**src/rtl/bbox_msg_reader.sv**
```systemverilog
// Avalon-MM master that drains the image processor's bounding-box message FIFO and publishes one box per message.
// Optional processor-ID check at start-up is enabled by defining BBOX_READER_IDCHK_EN.
module bbox_msg_reader #(
    parameter int unsigned POLL_INTERVAL = 1000,
    parameter logic [31:0] MSG_ID        = 32'h00524242,
    parameter logic [31:0] PROC_ID       = 32'h1234EEE2,
    parameter int unsigned IMAGE_W       = 640,
    parameter int unsigned IMAGE_H       = 480
) (
    input  logic        clk,
    input  logic        reset_n,
    input  logic        enable,
    output logic        m_chipselect,
    output logic        m_read,
    output logic        m_write,
    output logic [2:0]  m_address,
    output logic [31:0] m_writedata,
    input  logic [31:0] m_readdata,
    output logic [10:0] bbox_left,
    output logic [10:0] bbox_top,
    output logic [10:0] bbox_right,
    output logic [10:0] bbox_bottom,
    output logic        bbox_found,
    output logic        bbox_valid,
    output logic [15:0] msg_count,
    output logic [7:0]  err_count,
    output logic        fault
);

    localparam int unsigned TW = (POLL_INTERVAL > 1) ? $clog2(POLL_INTERVAL) : 1;
    localparam logic [TW-1:0] TIMER_RELOAD = TW'(POLL_INTERVAL - 1);

    localparam logic [2:0]  ADDR_STATUS = 3'd0;
    localparam logic [2:0]  ADDR_MSG    = 3'd1;
    localparam logic [2:0]  ADDR_ID     = 3'd2;
    localparam logic [31:0] FLUSH_CMD   = 32'h0000_0010;
    localparam logic [7:0]  MSG_WORDS   = 8'd3;

    // Every RD_* is followed by a WT_* so the read strobe always has a low cycle after it;
    // the slave pops its FIFO only on a rising edge of m_read.
    typedef enum logic [3:0] {
        IDLE,
        RD_ST,
        WT_ST,
        RD_ID,
        WT_ID,
        RD_TL,
        WT_TL,
        RD_BR,
        WT_BR,
        CHECK,
        PUB,
        FLUSH
`ifdef BBOX_READER_IDCHK_EN
        ,
        INIT_RD,
        INIT_WT,
        FAULT
`endif
    } state_t;

`ifdef BBOX_READER_IDCHK_EN
    localparam state_t RESET_STATE = INIT_RD;
`else
    localparam state_t RESET_STATE = IDLE;
`endif

    state_t          state;
    state_t          state_nxt;
    logic [TW-1:0]   timer;
    logic [31:0]     id_word;
    logic [31:0]     tl_word;
    logic [31:0]     br_word;

    logic [10:0]     tl_x;
    logic [10:0]     tl_y;
    logic [10:0]     br_x;
    logic [10:0]     br_y;
    logic            fmt_ok;
    logic            range_ok;
    logic            msg_ok;
    logic            timer_zero;
    logic [7:0]      fifo_used;

    // ------------------------------------------------------------------
    // State register
    // ------------------------------------------------------------------
    // NOTE: sequential state uses non-blocking (<=) so every flop samples pre-edge values.
    always_ff @(posedge clk or negedge reset_n) begin
        if (!reset_n) begin
            state <= RESET_STATE;
        end else begin
            state <= state_nxt;
        end
    end

    // Poll timer: held at the reload value outside IDLE, counts down inside it and
    // reloads on expiry (whether or not the poll is taken).
    assign timer_zero = (timer == '0);

    always_ff @(posedge clk or negedge reset_n) begin
        if (!reset_n) begin
            timer <= TIMER_RELOAD;
        end else if (state != IDLE || timer_zero) begin
            timer <= TIMER_RELOAD;
        end else begin
            timer <= timer - 1'b1;
        end
    end

    // Message words land on m_readdata the cycle after their strobe.
    // NOTE: the capture registers are reset so a message interrupted by reset never leaks old words into CHECK.
    always_ff @(posedge clk or negedge reset_n) begin
        if (!reset_n) begin
            id_word <= '0;
            tl_word <= '0;
            br_word <= '0;
        end else begin
            if (state == WT_ID) id_word <= m_readdata;
            if (state == WT_TL) tl_word <= m_readdata;
            if (state == WT_BR) br_word <= m_readdata;
        end
    end

    // ------------------------------------------------------------------
    // Message decode and validation
    // ------------------------------------------------------------------
    assign tl_x      = tl_word[26:16];
    assign tl_y      = tl_word[10:0];
    assign br_x      = br_word[26:16];
    assign br_y      = br_word[10:0];
    assign fifo_used = m_readdata[15:8];

    assign fmt_ok   = (tl_word[31:27] == 5'd0) && (tl_word[15:11] == 5'd0) &&
                      (br_word[31:27] == 5'd0) && (br_word[15:11] == 5'd0);
    assign range_ok = (32'(tl_x) < IMAGE_W) && (32'(tl_y) < IMAGE_H) &&
                      (32'(br_x) < IMAGE_W) && (32'(br_y) < IMAGE_H);
    assign msg_ok   = (id_word == MSG_ID) && fmt_ok && range_ok;

    // ------------------------------------------------------------------
    // Next-state logic
    // ------------------------------------------------------------------
    // NOTE: the default assignment at the top of each always_comb keeps every path assigned, so no latch is inferred.
    always_comb begin
        state_nxt = state;
        case (state)
            IDLE:    if (timer_zero && enable) state_nxt = RD_ST;
            RD_ST:   state_nxt = WT_ST;
            WT_ST:   state_nxt = (fifo_used >= MSG_WORDS) ? RD_ID : IDLE;
            RD_ID:   state_nxt = WT_ID;
            WT_ID:   state_nxt = RD_TL;
            RD_TL:   state_nxt = WT_TL;
            WT_TL:   state_nxt = RD_BR;
            RD_BR:   state_nxt = WT_BR;
            WT_BR:   state_nxt = CHECK;
            CHECK:   state_nxt = msg_ok ? PUB : FLUSH;
            PUB:     state_nxt = RD_ST;
            FLUSH:   state_nxt = IDLE;
`ifdef BBOX_READER_IDCHK_EN
            INIT_RD: state_nxt = INIT_WT;
            INIT_WT: state_nxt = (m_readdata == PROC_ID) ? IDLE : FAULT;
            FAULT:   state_nxt = FAULT;
`endif
            default: state_nxt = RESET_STATE;
        endcase
    end

    // ------------------------------------------------------------------
    // Output decode (bus strobes and status flags)
    // ------------------------------------------------------------------
    // NOTE: combinational blocks use blocking (=) so later lines see the values just computed.
    always_comb begin
        m_read      = 1'b0;
        m_write     = 1'b0;
        m_address   = ADDR_STATUS;
        m_writedata = '0;
        bbox_valid  = 1'b0;
        fault       = 1'b0;
        case (state)
            RD_ST: begin
                m_read    = 1'b1;
                m_address = ADDR_STATUS;
            end
            RD_ID, RD_TL, RD_BR: begin
                m_read    = 1'b1;
                m_address = ADDR_MSG;
            end
            FLUSH: begin
                m_write     = 1'b1;
                m_address   = ADDR_STATUS;
                m_writedata = FLUSH_CMD;
            end
            PUB: bbox_valid = 1'b1;
`ifdef BBOX_READER_IDCHK_EN
            INIT_RD: begin
                m_read    = 1'b1;
                m_address = ADDR_ID;
            end
            FAULT: fault = 1'b1;
`endif
            default: ;
        endcase
        m_chipselect = m_read | m_write;
    end

    // Box registers load as the FSM enters PUB, so they change together with the bbox_valid pulse.
    always_ff @(posedge clk or negedge reset_n) begin
        if (!reset_n) begin
            bbox_left   <= '0;
            bbox_top    <= '0;
            bbox_right  <= '0;
            bbox_bottom <= '0;
            bbox_found  <= 1'b0;
            msg_count   <= '0;
            err_count   <= '0;
        end else if (state == CHECK) begin
            if (msg_ok) begin
                bbox_left   <= tl_x;
                bbox_top    <= tl_y;
                bbox_right  <= br_x;
                bbox_bottom <= br_y;
                bbox_found  <= (br_x >= tl_x) && (br_y >= tl_y);
                msg_count   <= msg_count + 16'd1;
            end else if (err_count != 8'hFF) begin
                err_count   <= err_count + 8'd1;
            end
        end
    end

`ifndef BBOX_READER_IDCHK_EN
    logic unused_proc_id;
    assign unused_proc_id = ^{PROC_ID, ADDR_ID};
`endif

endmodule

```
**config.mk**
```make
export PLATFORM = sky130hd
export DESIGN_NAME = bbox_msg_reader
export DESIGN_NICKNAME = d
export VERILOG_FILES = /design/src/rtl/bbox_msg_reader.sv
export SDC_FILE = /design/constraint.sdc
export NUM_CORES = 1
export LEC_CHECK = 0
export ABC_AREA = 1
export CAP_MARGIN = 40
export CORE_UTILIZATION = 54
export CTS_CLUSTER_DIAMETER = 30
export DETAILED_ROUTE_END_ITERATION = 12
export PLACE_DENSITY = 0.81
export REMOVE_ABC_BUFFERS = 1
export SETUP_SLACK_MARGIN = 0.4
export SYNTH_ARGS = -nofsm -noshare
export SYNTH_HDL_FRONTEND = slang
export SYNTH_SLANG_ARGS = --single-unit
```
**constraint.sdc**
```tcl
create_clock -name clk -period 2.11 [get_ports clk]
set_clock_uncertainty 0.15 [all_clocks]
set_input_delay 0.422 -clock clk [delete_from_list [all_inputs] [get_ports clk]]
set_output_delay 0.422 -clock clk [all_outputs]
set_load 0.02 [all_outputs]
```
# Yosys cells after proc, flatten, opt, wreduce, memory -nomap -nowiden
# Cells that the tools add are included.
# op_classes
addsub,3
magnitude_cmp,7
n_eq_ne,14
mux,10
bitwise_logic,2
n_reduce_logical,22
# op_table
operator,n
one-hot mux 4 bit (11 select lines),1
"equality test 32 x 23 -> 1 bit, second input constant",1
>= comparator 11 bit,2
"< comparator 11 x 10 -> 1 bit, second input constant",2
"< comparator 11 x 9 -> 1 bit, second input constant",2
zero test 5 bit,4
"adder 16 x 1 -> 16 bit, second input constant",1
"equality test 4 x 3 -> 1 bit, second input constant",4
"equality test 4 bit, second input constant",4
logical AND 1 bit,10
zero test 10 bit,1
2-to-1 mux 10 bit,1
"subtractor 10 x 1 -> 10 bit, second input constant",1
"adder 8 x 1 -> 8 bit, second input constant",1
"equality test 4 x 2 -> 1 bit, second input constant",2
">= comparator 8 x 2 -> 1 bit, second input constant",1
"!= test 8 bit, second input constant",1
2-to-1 mux 1 bit,5
2-to-1 mux 5 bit,1
"equality test 4 x 1 -> 1 bit, second input constant",1
zero test 4 bit,1
2-to-1 mux 4 bit,1
nonzero test 4 bit,1
OR reduction 4 bit,1
other kinds (8),8
# word_totals
register_bits,179
in_bits,35
wordCells,70

# Depth between registers and ports, before layout
# Gate-level depths: netlist of run 1.
# logic_depth
depth_word,8
depth_mapped,11
ltp_nobuf,10

# Worst setup path before layout of run 1
# OpenSTA, ideal clock, no wires.
# synth_timing
kind,register to register
start,register err_count[0]
end,register err_count[2]
arrival_ns,1.668
required_ns,1.894
slack_ns,0.226
stages_incl_launch_ff,8
n_path_buf,0
synth_period_minus_slack_ns,1.884
path_cell_list,dfrtp_1 ha_1 nand3_1 nor3_1 nand3_1 nand3_1 nand2_1 nand2_1
# synth_via
elab_chain_cells,2
word_cells_on_any_way,3
# synth_rtl
element,line,source
start: declaration,26,"output logic [7:0] err_count,"
start signal: assignment,225,err_count <= err_count + 8'd1;
branches (longest 2 deep; another with adder 8 x 1 -> 8 bit),n/a,
# Parallel ways; which one is timed is not known.
# A chain may end at the register's enable or synchronous reset.

# Final worst setup path of run 1
# layout_timing
start,register br_word[23]
end,register bbox_left[8]
# layout_via
elab_chain_cells,5
# layout_rtl
element,line,source
start: declaration,73,logic [31:0] br_word;
start signal: assignment,121,if (state == WT_BR) br_word <= m_readdata;
< comparator 11 x 10 -> 1 bit,137,(32'(br_x) < IMAGE_W) && (32'(br_y) < IMAGE_H);
logical AND 1 bit,136,assign range_ok = (32'(tl_x) < IMAGE_W) && (32'(tl_y) < IMAGE_H) &&
logical AND 1 bit,137,
logical AND 1 bit,138,assign msg_ok = (id_word == MSG_ID) && fmt_ok && range_ok;
AND reduction 2 bit (no source line),n/a,
end signal: assignment,218,bbox_left <= tl_x;
end: declaration,19,"output logic [10:0] bbox_left,"
# No other way between the ends.

==> run metrics, run 1 <==
CP Launch Type=flop; Max Freq=484 MHz; Worst VDD drop=roughly 0.83 mV; final-report hold violation count=0; first-pass GRT wire length=~36 mm; CTS root buffer=clkbuf_16; dpl ws=0.0573 ns; Overflow after GRT=0; diode count=0; drt initial violations=738; ys flop type=dfrtp_1; CTS tree=built; Synth cell types=35; Min-Delay Path Class=in2async; DR vias/cell=5.60; Yosys reg bits=179; min Tclk post-route=2.06 ns; Cells after Synth=1060; initial antenna violation count=0; Final ANT Viol Nets=0; cell family with most CP delay=simple AND/OR/NAND/NOR gates; Worst Path Required=2.28 ns; post-route design area=0.0118 sq mm; Data arrival, critical path=2.23 ns; HPWL after DPL=approximately 13 mm; Yosys top cell area share=between 40% and 50%; area grow syn2layout=36.7%; final WL=25.1 mm; Die ar.=0.0165 sq mm; top cells by instance count after synthesis=330 x nand2_1, 171 x dfrtp_1, 112 x inv_1; std cell rows=45; die width=128 um; synthesized area per cell=8.15 sq um; PortBufs=109; H-tree Lvls=4; clk_lat worst skew=0.43 ns; Synth async-reset ratio=100%; Core Box Area=0.0154 sq mm; max_cap viols=0; status=complete, no violations; Final WS setup=~0.045 ns; Vias=8152; Die H=roughly 130 um; largest net degree at the start of global routing=between 60 and 70; slowest CP cell=dfrtp_1; Total GRT Usage=28.5%; P_leak=5.94 nW; period utilisation layout=between 90% and 100%; final setup fails=0; WP buf/inv=4; pwr dens=around 1100 mW/mm^2; First-pass DRT Iterations=6; RSZ-0062 raised after global routing=true; CTS clk-pin slew, worst paths=0.07 ns; Synth area leaders=dfrtp_1 50%, nand2_1 14%, o21ai_0 6.2%; slowest cell delay on critical path=~0.42 ns; crit path max fanout=8; Final Slew Violations=0; leading area contributor after synthesis=dfrtp_1; Placement Cell Area=0.00992 sq mm; Post-Syn Area=0.00864 sq mm; Final GP Congestion=0.896; clock sinks=179; CP Cell Sequence=inv_1, nand2_1, nand2_1, nor3b_2, nand4_4, buf_12, buf_12, buf_16, nand2_2, o21ai_1; # nets final=1294; most common cell in the synthesized netlist=nand2_1; Wirelength per Cell=17.2 um; proportion of layout cells with a drive suffix above 1=27.8%; initial core utilization=56.0%; sequential area share after synthesis=52.0%; Yosys warnings=0; vias in the first global route=7457; critical path endpoint category=flop; Non-Filler Instances=1456; maximum clock insertion buffer count=2; placed cells=1366; number of synthesized flops with an enable pin=0; Crit Path Class=reg2reg; CTS buffer count=17; DRC Markers=0; # IOs=144
==> final timing paths <==
kind                             startpoint      endpoint  slack [ns]  cells after the start
worst max-delay path            br_word[23]  bbox_left[8]        0.05                     10
worst min-delay path                reset_n   tl_word[22]        0.30                      2
worst max register to register  br_word[23]  bbox_left[8]        0.05                     10
worst min register to register     timer[0]      timer[0]        0.32                      1
max in group asynchronous           reset_n      state[3]        0.76                      3
min in group clk                   timer[0]      timer[0]        0.32                      1
==> flip-flops by register name, summed over array words and instances, names as in the netlist <==
register,flops
br_word,32
id_word,32
tl_word,32
msg_count,16
bbox_bottom,11
bbox_left,11
bbox_right,11
bbox_top,11
timer,10
err_count,8
state,4
bbox_found,1
==> logic make-up (layout without fill, tap and decap cells) <==
family / Yosys count / in the layout / share of synthesized area (%)
AOI/OAI and AO/OA: 146 / 146 / 8.67
xor gates and xnor gates: 19 / 19 / 1.93
adders and majority gates: 25 / 25 / 3.62
buffers and inverters: 184 / 336 / 9.80
DFF: 179 / 179 / 52.0
other: 1 / 34 / 0.0434
and+or+nand+nor: 506 / 506 / 24.0
==> final cells by class <==
| type | instances | area [sq um] |
|---|---|---|
| multi-input cells | 730 | 4050 |
| inverters | 115 | 447 |
| clock inverters | 8 | 101 |
| clock buffers | 22 | 484 |
| fillers | 986 | 3620 |
| repair buffers | 191 | 1950 |
| flip-flops and latches | 179 | 4510 |
| well taps | 211 | 264 |
==> layout by cell type (no fill, tap or decap), drive strengths merged, types with 25 or more instances in the layout <==
| cell | n |
|---|---|
| nand2 | 330 |
| dfrtp | 171 |
| o21ai | 128 |
| inv | 116 |
| nor2 | 102 |
| buf | 97 |
| clkbuf | 55 |
| conb | 34 |
| clkdlybuf4s50 | 33 |
| nand4 | 32 |
| nand3 | 28 |
| clkdlybuf4s15 | 27 |
| ha | 25 |
==> through the flow <==
| step | setup TNS [ns] | hold slack, ns | total power, mW | util [%] |
|---|---|---|---|---|
| global route | -0.0930 | 0.328 | 14.1 | 76.5 |
| detailed placement | 0 | 0.198 | 8.98 | 64.3 |
| CTS | 0 | 0.309 | 12.3 | 72.9 |
| global placement | 0 | 0.194 | 8.76 | 64.3 |
| floorplan | -27.01 | -0.0236 | 7.72 | - |
| finish | 0 | 0.305 | 13.3 | 76.5 |
==> repair_timing <==
item,CTS,global route
endpoints found under the hold margin,30,0
pin swaps,18,30
gates resized for setup,274,200
hold buffers,1,0
endpoints found under the setup margin,151,164
setup buffers,25,22
gates cloned,10,2
==> worst reg2reg max path, cell delays in order (launching register included) <==
cell	delay (ns)
dfrtp_1	0.42
inv_1	0.12
nand2_1	0.10
nand2_1	0.07
nor3b_2	0.30
nand4_4	0.17
buf_12	0.19
buf_12	0.13
buf_16	0.15
nand2_2	0.07
o21ai_1	0.07
==> report_power, final <==
| part | total [mW] | internal [mW] | switching (mW) |
|---|---|---|---|
| clock network | 3.18 | 1.86 | 1.32 |
| logic | 4.79 | 1.87 | 2.92 |
| registers | 5.33 | 4.46 | 0.876 |
| total | 13.3 | 8.18 | 5.13 |
==> per-layer routing <==
| metal | up-vias | GRT usage, % | share of wire [%] |
|---|---|---|---|
| met5 | - | 0 | 0 |
| met4 | 0 | 13.8 | 4.8 |
| met3 | 103 | 4.24 | 6.2 |
| met2 | 413 | 48.1 | 51 |
| met1 | 3982 | 36.1 | 38 |
| li1 | 3654 | - | - |
Note: power is estimated with default switching activity, not from simulation.
==> run 2: changes to the inputs <==
CELL_PAD_IN_SITES_DETAIL_PLACEMENT = 1   (was not set)
CELL_PAD_IN_SITES_GLOBAL_PLACEMENT = 1   (was not set)
CORE_UTILIZATION = 28   (was 54)
PLACE_DENSITY = not set   (was 0.81)
PLACE_DENSITY_LB_ADDON = 0.1   (was not set)
==> run metrics, run 2 (synthesis gave the netlist of run 1 again) <==
status=complete, no violations; switching share of power=41.7% (+3.2 points); biggest regs=br_word x32, id_word x32, tl_word x32; First-pass DRT Iterations=4 (-2); r2r setup slk=0.11 ns (+0.06 ns); slowest CP cell=dfrtp_2; final WL=30.9 mm (+23%); Hold EP=timer[0]; clock sinks=179 (unchanged); Slew HR=66.5%; area grow syn2layout=51.3%; maximum clock insertion buffer count=2 (unchanged); initial antenna violation count=1 (+1); largest net degree at the start of global routing=67 (+1.5%); min-delay src=timer[0]; Clk pwr share=20.5% (-3.4 points); Fill cells=3399 (+240%); vias in the first global route=7370 (-1.2%); CTS clk-pin slew, worst paths=0.08 ns (about the same); cells on worst reg2reg path=10 (unchanged); crit path max fanout=6 (-2); fin util=43.5% (-33 points); HPWL after DPL=16.0 mm (+20%); std cell rows=63 (+40%); CP Launch Type=flop; RSZ-0062 raised after global routing=true; Core Box Area=0.0300 sq mm (+95%); period utilisation layout=97.7% (-0.18 points); Max Freq=485 MHz (+0.19%); CTS buffer count=17 (unchanged); commonest non-fill, non-tap cell in the layout=nand2_1; Worst R2R End=msg_count[15]; Worst Path Required=1.54 ns (-0.74 ns); PortBufs=109 (unchanged); CP Cell Sequence=inv_2, nor2_4, inv_4, nor3_4, buf_6; min Tclk post-route=2.06 ns (-0.00383 ns); DRC Markers=0 (unchanged); # IOs=144 (unchanged); most frequent cells in the layout=193 x nand2_1, 158 x dfrtp_1, 106 x inv_1; pwr dens=1190 mW/mm^2 (+5.4%); multi-input logic area=0.00470 sq mm (+16%); critical path endpoint category=primary output; Crit Path Class=reg2out; Comb power frac=43.3% (+7.3 points); Die H=178 um (+38%); Final ANT Viol Nets=0 (unchanged); final setup fails=0 (unchanged); Least-Margin Pin Slew=around 0.5 ns; Vias=7723 (-5.3%); final-report hold violation count=0 (unchanged); r2r startpoint=id_word[4]; CTS root buffer=clkbuf_16; # nets final=1306 (+0.93%); clk_lat worst skew=0.45 ns (+0.02 ns); Total GRT Usage=15.6% (-13 points); Worst Hold Depth=1; switching power total=6.48 mW (+26%); Die ar.=0.0316 sq mm (+91%); first-pass GRT wire length=38.7 mm (+6.4%); CTS tree=built; Final GP Congestion=0.780 (-13%); Final Slew Violations=0 (unchanged); initial core utilization=28.8% (-27 points); DR vias/cell=4.68 (-16%); proportion of layout cells with a drive suffix above 1=37.2% (+9.4 points); H-tree Lvls=4 (unchanged); Min-Delay Path Class=reg2reg; total power=15.5 mW (+17%); P_leak=6.23 nW (+4.9%); Data arrival, critical path=1.49 ns (-0.74 ns); Wirelength per Cell=18.7 um (+8.6%); Overflow after GRT=0 (unchanged); die width=178 um (+38%); max_cap viols=0 (unchanged); drt initial violations=352 (-52%); Register Area=0.00451 sq mm (about the same); Worst VDD drop=0.592 mV (-29%); Flop pwr share=36.2% (-3.9 points); internal power=9.05 mW (+11%); slowest cell delay on critical path=0.48 ns (+0.06 ns)
-- run 2: worst max-delay path by stage --
stage | from | end | slack [ns] | cells past startpoint
floorplan | state[1] | bbox_bottom[1] | -0.74 | 7
global placement | state[3] | bbox_valid | 0.1 | 5
detailed placement | state[1] | m_address[0] | 0.09 | 5
CTS | state[3] | bbox_valid | 0.11 | 5
global route | state[3] | bbox_valid | -0.006 | 5
finish | state[3] | bbox_valid | 0.05 | 5
-- run 2: stage by stage --
stage	cell area [sq um]	cells	setup slack (ns)	TNS [ns]	hold slack, ns
global route	13100	1648	-0.00615	-0.00615	0.324
finish	13100	1649	0.0490	0	0.314
floorplan	8350	1024	-0.740	-27.01	-0.0236
detailed placement	10200	1548	0.0856	0	0.286
CTS	11200	1605	0.106	0	0.312
global placement	10200	1548	0.0989	0	0.287
-- run 2: critical path: cells and delay by family, from the launching register on --
family	cells	cell delay [ns]
flip-flops	1	0.48
buffers and inverters	3	0.30
AND/OR/NAND/NOR	2	0.27
-- run 2: repair_timing --
item,4_1_cts,5_1_grt
hold endpoints to repair,47,0
pin swaps,19,33
cloned,0,34
setup endpoints to repair,153,208
hold buffers,1,0
buffers inserted,25,9
resized for setup,304,462
-- run 2: area by class of cell --
| type | instances | area share [%] |
|---|---|---|
| clock buffer | 17 | 3.25 |
| sequential | 179 | 34.5 |
| antenna | 1 | 0.0191 |
| multi-input combinational | 732 | 35.9 |
| tap | 390 | 3.73 |
| clock inverter | 14 | 1.02 |
| inverter | 115 | 3.49 |
| timing repair buffer | 201 | 18.1 |
-- run 2: power groups by stage --
| stage | clock [mW] | combinational [mW] | sequential [mW] |
|---|---|---|---|
| final | 3.19 | 6.72 | 5.62 |
| after global routing | 3.39 | 7.40 | 5.77 |
| after CTS | 3.23 | 4.31 | 5.24 |
| after detailed placement | 0 | 3.96 | 5.25 |
| after global placement | 0 | 3.87 | 5.21 |
| after floorplan | 0 | 2.67 | 5.06 |
-- run 2: routing by layer --
layer / routed length (um) / part of all wire [%] / GRT usage, % / vias up
met5: 0 / 0 / 0 / -
met1: 14700 / 48 / 21.7 / 3842
met4: 407 / 1.3 / 4.99 / 0
met3: 1130 / 3.7 / 2.27 / 33
li1: - / - / - / 3699
met2: 14700 / 47 / 25.0 / 149
